==> config.mk <==
export PLATFORM = sky130hd
export DESIGN_NAME = branch_resolve_unit
export DESIGN_NICKNAME = d
export VERILOG_FILES = /design/src/rtl/branch_resolve_unit_pkg.sv /design/src/rtl/branch_resolve_unit_bht.sv /design/src/rtl/branch_resolve_unit.sv
export SDC_FILE = /design/constraint.sdc
export NUM_CORES = 1
export LEC_CHECK = 0
export ABC_CLOCK_PERIOD_IN_PS = 6850
export CAP_MARGIN = 20
export CORE_MARGIN = 5
export CORE_UTILIZATION = 55
export CTS_CLUSTER_DIAMETER = 120
export DETAILED_ROUTE_END_ITERATION = 12
export GPL_TIMING_DRIVEN = 1
export PLACE_DENSITY_LB_ADDON = 0.12
export SYNTH_ARGS = -nofsm -noshare
export SYNTH_HDL_FRONTEND = slang
export SYNTH_SLANG_ARGS = --single-unit
==> constraint.sdc <==
create_clock -name clk -period 6.85 [get_ports clk]
set_input_delay 1.7125 -clock clk [delete_from_list [all_inputs] [get_ports clk]]
set_output_delay 1.7125 -clock clk [all_outputs]
set_load 0.02 [all_outputs]
==> src/rtl/branch_resolve_unit_pkg.sv <==
// Shared types and helpers for the EX-stage branch resolve unit and its 2-bit BHT.
package branch_resolve_unit_pkg;

  localparam int unsigned XLEN_DEF        = 32;
  localparam int unsigned BHT_ENTRIES_DEF = 64;
  localparam int unsigned CNT_W           = 32;

  typedef enum logic [1:0] {
    BHT_SNT = 2'b00,
    BHT_WNT = 2'b01,
    BHT_WT  = 2'b10,
    BHT_ST  = 2'b11
  } bht_state_e;

  localparam bht_state_e BHT_RESET = BHT_WNT;

  typedef enum logic [1:0] {
    CF_NONE,
    CF_BRANCH,
    CF_JAL,
    CF_JALR
  } cf_kind_e;

  // Saturating 2-bit counter step toward the resolved direction.
  function automatic bht_state_e bht_next(input bht_state_e s, input logic taken);
    if (taken) return (s == BHT_ST)  ? BHT_ST  : bht_state_e'(s + 2'd1);
    else       return (s == BHT_SNT) ? BHT_SNT : bht_state_e'(s - 2'd1);
  endfunction

endpackage

==> src/rtl/branch_resolve_unit_bht.sv <==
// 2-bit saturating branch history table: one combinational read port for fetch,
// one synchronous saturating-update write port for EX.
module branch_resolve_unit_bht
  import branch_resolve_unit_pkg::*;
#(
  parameter int unsigned ENTRIES = BHT_ENTRIES_DEF,
  localparam int unsigned IDX_W  = $clog2(ENTRIES)
) (
  input  logic             clk,
  input  logic             rst_n,
  input  logic [IDX_W-1:0] rd_idx,
  output logic             rd_taken_c,
  input  logic             wr_en,
  input  logic [IDX_W-1:0] wr_idx,
  input  logic             wr_taken
);

  bht_state_e bht_q [ENTRIES];

  // Read sees the pre-update value when it collides with a same-cycle write.
  assign rd_taken_c = bht_q[rd_idx][1];

  always_ff @(posedge clk or negedge rst_n) begin
    if (!rst_n) begin
      for (int i = 0; i < int'(ENTRIES); i++) bht_q[i] <= BHT_RESET;
    end else if (wr_en) begin
      bht_q[wr_idx] <= bht_next(bht_q[wr_idx], wr_taken);
    end
  end

endmodule

==> src/rtl/branch_resolve_unit.sv <==
// EX-stage branch/jump resolution: target computation, misprediction detection,
// registered redirect/flush and misalignment pulses, counters and BHT training.
module branch_resolve_unit
  import branch_resolve_unit_pkg::*;
#(
  parameter int unsigned XLEN        = XLEN_DEF,
  parameter int unsigned BHT_ENTRIES = BHT_ENTRIES_DEF
) (
  input  logic              clk,
  input  logic              rst_n,
  input  logic              ex_valid,
  input  logic              ex_stall,
  input  logic              ex_is_branch,
  input  logic              ex_is_jal,
  input  logic              ex_is_jalr,
  input  logic [XLEN-1:0]   ex_pc,
  input  logic [XLEN-1:0]   ex_imm,
  input  logic [XLEN-1:0]   ex_rs1,
  input  logic              ex_pred_taken,
  input  logic              branch_out,
  input  logic [XLEN-1:0]   if_pc,
  output logic              if_pred_taken,
  output logic              redirect_valid,
  output logic [XLEN-1:0]   redirect_pc,
  output logic              flush,
  output logic              misalign_exc,
  output logic [XLEN-1:0]   misalign_addr,
  output logic [CNT_W-1:0]  branch_cnt,
  output logic [CNT_W-1:0]  mispred_cnt
);

  localparam int unsigned IDX_W = $clog2(BHT_ENTRIES);

  cf_kind_e          kind_c;
  logic              resolve_c;
  logic              taken_c;
  logic              mispred_c;
  logic              do_redirect_c;
  logic              do_misalign_c;
  logic [XLEN-1:0]   tgt_c;
  logic              if_pc_unused;

  // Overlapping type flags are a decode error; jalr wins, then jal, then branch.
  always_comb begin
    kind_c = CF_NONE;
    if (ex_is_jalr)        kind_c = CF_JALR;
    else if (ex_is_jal)    kind_c = CF_JAL;
    else if (ex_is_branch) kind_c = CF_BRANCH;
  end

  always_comb begin
    taken_c   = 1'b0;
    mispred_c = 1'b0;
    tgt_c     = ex_pc + ex_imm;
    case (kind_c)
      CF_BRANCH: begin
        taken_c   = branch_out;
        mispred_c = (branch_out != ex_pred_taken);
      end
      CF_JAL: begin
        taken_c   = 1'b1;
        mispred_c = ~ex_pred_taken;
      end
      CF_JALR: begin
        taken_c   = 1'b1;
        mispred_c = 1'b1;
        tgt_c     = (ex_rs1 + ex_imm) & {{(XLEN-1){1'b1}}, 1'b0};
      end
      default: ;
    endcase
  end

  // The wrong-path instruction behind a redirect is squashed via ~redirect_valid.
  assign resolve_c     = ex_valid & ~ex_stall & ~redirect_valid & (kind_c != CF_NONE);
  assign do_misalign_c = resolve_c & taken_c & (tgt_c[1:0] != 2'b00);
  assign do_redirect_c = resolve_c & mispred_c & ~do_misalign_c;

  always_ff @(posedge clk or negedge rst_n) begin
    if (!rst_n) begin
      redirect_valid <= 1'b0;
      redirect_pc    <= '0;
      misalign_exc   <= 1'b0;
      misalign_addr  <= '0;
      branch_cnt     <= '0;
      mispred_cnt    <= '0;
    end else begin
      redirect_valid <= do_redirect_c;
      misalign_exc   <= do_misalign_c;
      if (do_redirect_c) begin
        redirect_pc <= taken_c ? tgt_c : ex_pc + XLEN'(4);
        mispred_cnt <= mispred_cnt + CNT_W'(1);
      end
      if (do_misalign_c) misalign_addr <= tgt_c;
      if (resolve_c && kind_c == CF_BRANCH) branch_cnt <= branch_cnt + CNT_W'(1);
    end
  end

  assign flush        = redirect_valid;
  assign if_pc_unused = ^{if_pc[XLEN-1:IDX_W+2], if_pc[1:0]};

  branch_resolve_unit_bht #(
    .ENTRIES (BHT_ENTRIES)
  ) u_bht (
    .clk        (clk),
    .rst_n      (rst_n),
    .rd_idx     (if_pc[IDX_W+1:2]),
    .rd_taken_c (if_pred_taken),
    .wr_en      (resolve_c && kind_c == CF_BRANCH),
    .wr_idx     (ex_pc[IDX_W+1:2]),
    .wr_taken   (taken_c)
  );

endmodule

==> results of run 1 <==
==> registers in the layout, indices dropped and copies added (netlist names) <==
signal,count
misalign_addr,32
branch_cnt,32
misalign_exc,1
mispred_cnt,32
u_bht.bht_q,128
flush,1
redirect_pc,32
==> final cells by class <==
class	count	area [um2]
clock buffer	46	788
clock inverter	6	105
fill	2499	10100
inverter	28	105
multi-input combinational	1325	9700
sequential	258	6540
tap	396	495
timing repair buffer	268	2620
==> power by group through the flow <==
stage	combinational (uW)	clock, uW	sequential, uW
finish	1420	1490	1820
global route	1530	1580	1840
CTS	1410	1510	1820
detailed placement	1410	0	1840
global placement	1390	0	1840
floorplan	598	0	2000
==> metrics by stage <==
stage | total power [uW] | hold WS [ps] | setup WS [ps]
global route | 4950 | 494 | 448
CTS | 4750 | 479 | 505
floorplan | 2600 | 489 | 944
detailed placement | 3250 | 464 | 499
finish | 4730 | 477 | 513
global placement | 3230 | 452 | 512
==> metal layers <==
metal / GRT usage, % / up-vias / wire, um
li1: - / 6635 / -
met1: 41.0 / 7018 / 21700
met2: 46.1 / 654 / 23400
met3: 4.32 / 117 / 4110
met4: 8.25 / 0 / 1660
met5: 0 / - / 0
==> worst max-delay path: stages <==
cell	delay, ps
clkdlybuf4s50_1	450
buf_4	320
mux4_2	590
mux4_2	500
mux4_2	480
clkdlybuf4s50_1	550
==> layout by cell type, fill, tap and decap left out, types with 11 or more instances in the layout <==
cell type,n
mux2_2,140
a21oi_1,90
a31oi_1,20
a22oi_1,11
nand4_1,33
xor2_1,50
mux2i_1,14
buf_4,24
nor3_1,21
o21ai_0,79
clkbuf_16,28
a211oi_1,21
dfstp_2,64
ha_1,64
inv_1,25
and3_1,27
and2_1,15
a21o_1,43
nand2b_1,11
o211ai_1,11
xnor2_1,88
nand3_1,45
nor2b_1,12
clkbuf_1,16
dfrtp_1,194
o21a_1,11
nand2_1,201
mux4_2,33
clkdlybuf4s50_1,237
nor2_1,139
==> worst max-delay path by stage <==
stage | startpoint | endpoint | slack, ps | depth (start not counted)
global placement | if_pc[2] | if_pred_taken | 510 | 6
detailed placement | if_pc[2] | if_pred_taken | 500 | 6
finish | if_pc[2] | if_pred_taken | 510 | 6
CTS | if_pc[2] | if_pred_taken | 500 | 6
floorplan | if_pc[2] | if_pred_taken | 940 | 5
global route | if_pc[2] | if_pred_taken | 450 | 6
==> kinds of logic after synthesis <==
family | count (synthesis)
adders and majority gates | 68
buffers and inverters | 110
DFF | 258
xor gates and xnor gates | 138
AOI/OAI and AO/OA | 377
and+or+nand+nor | 552
muxes | 190
==> run_results.csv, run 1 <==
group,metric,value,unit
floorplanning,coreArea,30400,um2
pwr,p_sw,1560,uW
setup_path,crit_type,"primary input to primary output",
synthesis,syn_nets,1896,
floorplanning,num_rows,64,
synthesis,synthCells,1693,
clock_tree,tritoncts,"yes",
synthesis,yosys.area_share.simple,15.6,%
layout,fin_util,66.9,%
detailed_routing,avgViaCountPerCell,6.20,
setup_path,cp.arrival,4620,ps
setup_path,rr_startpoint,"flush",
synthesis,synth_xor_area_share,7.18,%
timing,hold_viol_final,0,
synthesis,yosysMostFrequentCell,"nand2_1",
synthesis,synth_top_family_by_area,"simple AND/OR/NAND/NOR gates",
clock_tree,clockBufferDepth,3,
timing,fin_crit_sh,92.5,%
timing,tns,0,ps
worst_hold_path,hp-start,"misalign_addr[13]",
global_route,grt_pass1_vias,14300,
global_route,overflow,0,
setup_path,critPathLaunchType,"primary input",
layout,syn_to_final_growth,20.9,%
clock_tree,clk_latency,580,ps
pwr,sequentialPowerShare,38.6,%
pwr,p_clk_share,31.4,%
detailed_routing,drt_iter0_drc,1189,
synthesis,synth-compound-area-share,14.7,%
synthesis,ys_warn_count,0,
synthesis,synth_ff_type,"dfrtp_1",
clock_tree,h-tree-depth,1,
timing,relSlewSlack,33.4,%
detailed_routing,drt_pass1_iterations,5,
timing,min_period,6340,ps
status,status,"complete, no violations",
layout,layout-drive-gt1-share,17.2,%
clock_tree,postCtsSetupBuffers,0,
pwr,internal-power,3160,uW
global_route,antenna_found_initial,0,
placement,placed_area,19400,um2
worst_hold_path,hold_end,"misalign_addr[13]",
setup_path,crit_path_end_kind,"primary output",
floorplanning,start_util,55.3,%
setup_path,ff2ff_path_depth,9,
timing,fmaxAchievable,0.158,GHz
synthesis,synth_area_per_cell,9.94,um2
clock_tree,ctsResizeCount,0,
synthesis,synthTopCellsByCount,"nand2_1, dfrtp_1, mux2_2",
setup_path,cp_max_fo,16,
detailed_routing,wire_per_inst,21.8,um
synthesis,synth-seq-cells,258,
placement,place.gp.congestion,0.926,
placement,dpl.hpwl,37600,um
floorplanning,dieHeight,185,um
setup_path,required,5140,ps
global_route,grt_max_degree,126,
synthesis,synth.distinct_cells,92,
floorplanning,die_area,34200,um2
global_route,track_usage,28.8,%
timing,setup_violations,0,
synthesis,yosys-top-cells-area,"dfrtp_1, dfstp_2, mux2_2",
timing,finalClockSkew,40.8,ps
worst_hold_path,hold_depth,2,
timing,slew_violations,0,
pwr,vdd_drop_max,0.231,mV
clock_tree,clock_sinks,258,
detailed_routing,drcViolationCount,0,
synthesis,synth_edf_count,0,
pwr,swShare,33.1,%
layout,final_cell_area,20400,um2
setup_path,reg2reg_to,"branch_cnt[31]",
synthesis,netlist_area,16800,um2
worst_hold_path,hold_path_class,"register to register",
clock_tree,cts_made_buffers,28,
global_route,grt_pass1_wl,79100,um
detailed_routing,wl,50800,um
placement,dp.cells,2274,
synthesis,synth-seq-area-share,38.8,%
pwr,power_density,232,nW/um2
clock_tree,postCtsHoldBufs,0,
detailed_routing,ant_nets,0,
run,max-cap-violations,0,
synthesis,synthArstFlopShare,100,%
floorplanning,ios,269,
layout,stdcell_count,2327,
detailed_routing,vias,14400,
pwr,power_frac_comb,30.0,%
clock_tree,root_buffer,"clkbuf_16",
floorplanning,die_x,185,um
timing,tightest_slew,974,ps
setup_path,rrSetupSlack,3460,ps
placement,io_buffers,242,
synthesis,synth_top_area_cell,"dfrtp_1",
synthesis,synthAdderAreaFrac,5.14,%
synthesis,synth_top_area_share,28.8,%
layout,n_antenna_cell,0,
layout,nets,2112,
clock_tree,path_clk_slew,60,ps
synthesis,synthMuxAreaShare,14.8,%
pwr,power.static_leakage,0.00881,uW
timing,rsz0062_at_grt,"false",
(Power assumes the default switching activity.)
==> inputs of run 2 (changes only) <==
--- a/config.mk
+++ b/config.mk
@@ -7,7 +7,7 @@
 export LEC_CHECK = 0
 export ABC_CLOCK_PERIOD_IN_PS = 6850
 export CAP_MARGIN = 20
-export CORE_MARGIN = 5
+export CORE_MARGIN = 4
 export CORE_UTILIZATION = 55
 export CTS_CLUSTER_DIAMETER = 120
 export DETAILED_ROUTE_END_ITERATION = 12
==> run 2 against run 1 <==
Count of clock-buffer cells in the layout shrank 1. Clock skew fell by 29 ps. First-iteration DRC count is 0.34% lower. Maximum frequency barely moved. Flip-flop and latch count stayed put.
==> run_results.csv, run 2 (synthesized netlist as in run 1, its figures left out) <==
group,metric,value,unit
timing,min_period,6330,ps
layout,largest_reg_flops,128,
setup_path,cp.arrival,4620,ps
clock_tree,clk_latency,570,ps
clock_tree,path_clk_slew,60,ps
detailed_routing,drt_pass1_iterations,5,
global_route,grt_max_degree,144,
global_route,track_usage,28.9,%
detailed_routing,drcViolationCount,0,
layout,fillers,2438,
worst_hold_path,hold_path_class,"register to register",
setup_path,crit_top_cell,"mux4_2",
detailed_routing,wire_per_inst,21.6,um
placement,placed_area,19400,um2
layout,stdcell_count,2322,
layout,regMostFlops,"u_bht.bht_q",
placement,io_buffers,242,
layout,syn_to_final_growth,21.5,%
worst_hold_path,hold_end,"branch_cnt[31]",
floorplanning,dieHeight,183,um
global_route,grt_pass1_vias,14200,
status,status,"complete, no violations",
setup_path,crit_chain,"clkdlybuf4s50_1, buf_4, mux4_2, mux4_2, mux4_2, clkdlybuf4s50_1",
setup_path,cpPeakStageDelay,590,ps
clock_tree,clock_sinks,258,
pwr,power_density,238,nW/um2
timing,hold_viol_final,0,
setup_path,cp_max_fo,16,
timing,fmaxAchievable,0.158,GHz
layout,final_common_cell,"clkdlybuf4s50_1",
setup_path,critPathLaunchType,"primary input",
layout,final_cell_area,20500,um2
worst_hold_path,hold_depth,1,
timing,fin_crit_sh,92.4,%
setup_path,cp_num_buf_inv,3,
timing,relSlewSlack,27.3,%
setup_path,cp_top_family,"multiplexers",
clock_tree,ctsResizeCount,0,
floorplanning,die_area,33500,um2
clock_tree,postCtsSetupBuffers,0,
placement,place.gp.congestion,0.946,
worst_hold_path,hp-start,"branch_cnt[31]",
clock_tree,root_buffer,"clkbuf_16",
clock_tree,cts_made_buffers,29,
floorplanning,die_x,183,um
floorplanning,start_util,56.2,%
timing,setup_violations,0,
setup_path,rrSetupSlack,3660,ps
setup_path,ff2ff_path_depth,10,
detailed_routing,avgViaCountPerCell,6.21,
global_route,overflow,0,
timing,tns,0,ps
detailed_routing,wl,50100,um
timing,rsz0062_at_grt,"false",
detailed_routing,ant_nets,0,
clock_tree,postCtsHoldBufs,0,
placement,dp.cells,2265,
setup_path,crit_path_end_kind,"primary output",
setup_path,required,5140,ps
clock_tree,h-tree-depth,1,
setup_path,reg2reg_to,"u_bht.bht_q[53]",
floorplanning,coreArea,30000,um2
clock_tree,clockBufferDepth,3,
timing,finalClockSkew,11.3,ps
setup_path,crit_type,"primary input to primary output",
floorplanning,num_rows,63,
setup_path,slowest_stage,"mux4_2",
detailed_routing,vias,14400,
layout,fin_util,68.3,%
timing,finalHoldWorstSlack,466,ps
global_route,grt_pass1_wl,78300,um
global_route,antenna_found_initial,1,
run,max-cap-violations,0,
timing,tightest_slew,1090,ps
pwr,power.static_leakage,0.00886,uW
detailed_routing,drt_iter0_drc,1185,
floorplanning,ios,269,
layout,nets,2111,
timing,slew_violations,0,
pwr,vdd_drop_max,0.191,mV
layout,layout-drive-gt1-share,17.6,%
setup_path,rr_startpoint,"u_bht.bht_q[84]",
placement,dpl.hpwl,36300,um
layout,final_cell_mix,"clkdlybuf4s50_1, nand2_1, dfrtp_1",
clock_tree,tritoncts,"yes",
run 2: stage by stage:
step	total power [uW]	worst slack (ps)
2_1_floorplan	2600	944
3_3_place_gp	3210	504
3_5_place_dp	3230	503
4_1_cts	4890	503
5_1_grt	5090	442
6_report	4870	517
run 2: worst max-delay path by stage:
stage / cells past startpoint / from / endpoint / slack, ps
global route: 6 / if_pc[2] / if_pred_taken / 440
CTS: 6 / if_pc[2] / if_pred_taken / 500
detailed placement: 6 / if_pc[2] / if_pred_taken / 500
finish: 6 / if_pc[2] / if_pred_taken / 520
floorplan: 5 / if_pc[2] / if_pred_taken / 940
global placement: 6 / if_pc[2] / if_pred_taken / 500
run 2: cell type report:
cell class                      instances  area, um2  area share (%)
Multi-Input combinational cell       1325       9700            47.4
Sequential cell                       258       6540            32.0
Timing Repair Buffer                  266       2610            12.8
Clock buffer                           45        866            4.23
Tap cell                              390        488            2.39
Clock inverter                          9        144           0.703
Inverter                               28        105           0.514
Antenna cell                            1       2.50          0.0122
run 2: routing by layer:
metal  vias to the layer above  share of wire [%]  GRT usage, %
met4                         0                2.8          7.72
met2                       648                 46          46.0
li1                       6626                  -             -
met5                         -                  0             0
met3                       110                8.1          3.87
met1                      7041                 43          41.9
run 2: where the power goes:
part / switching (uW) / total (uW) / internal (uW)
combinational: 794 / 1400 / 607
clock: 658 / 1640 / 983
sequential: 130 / 1830 / 1700
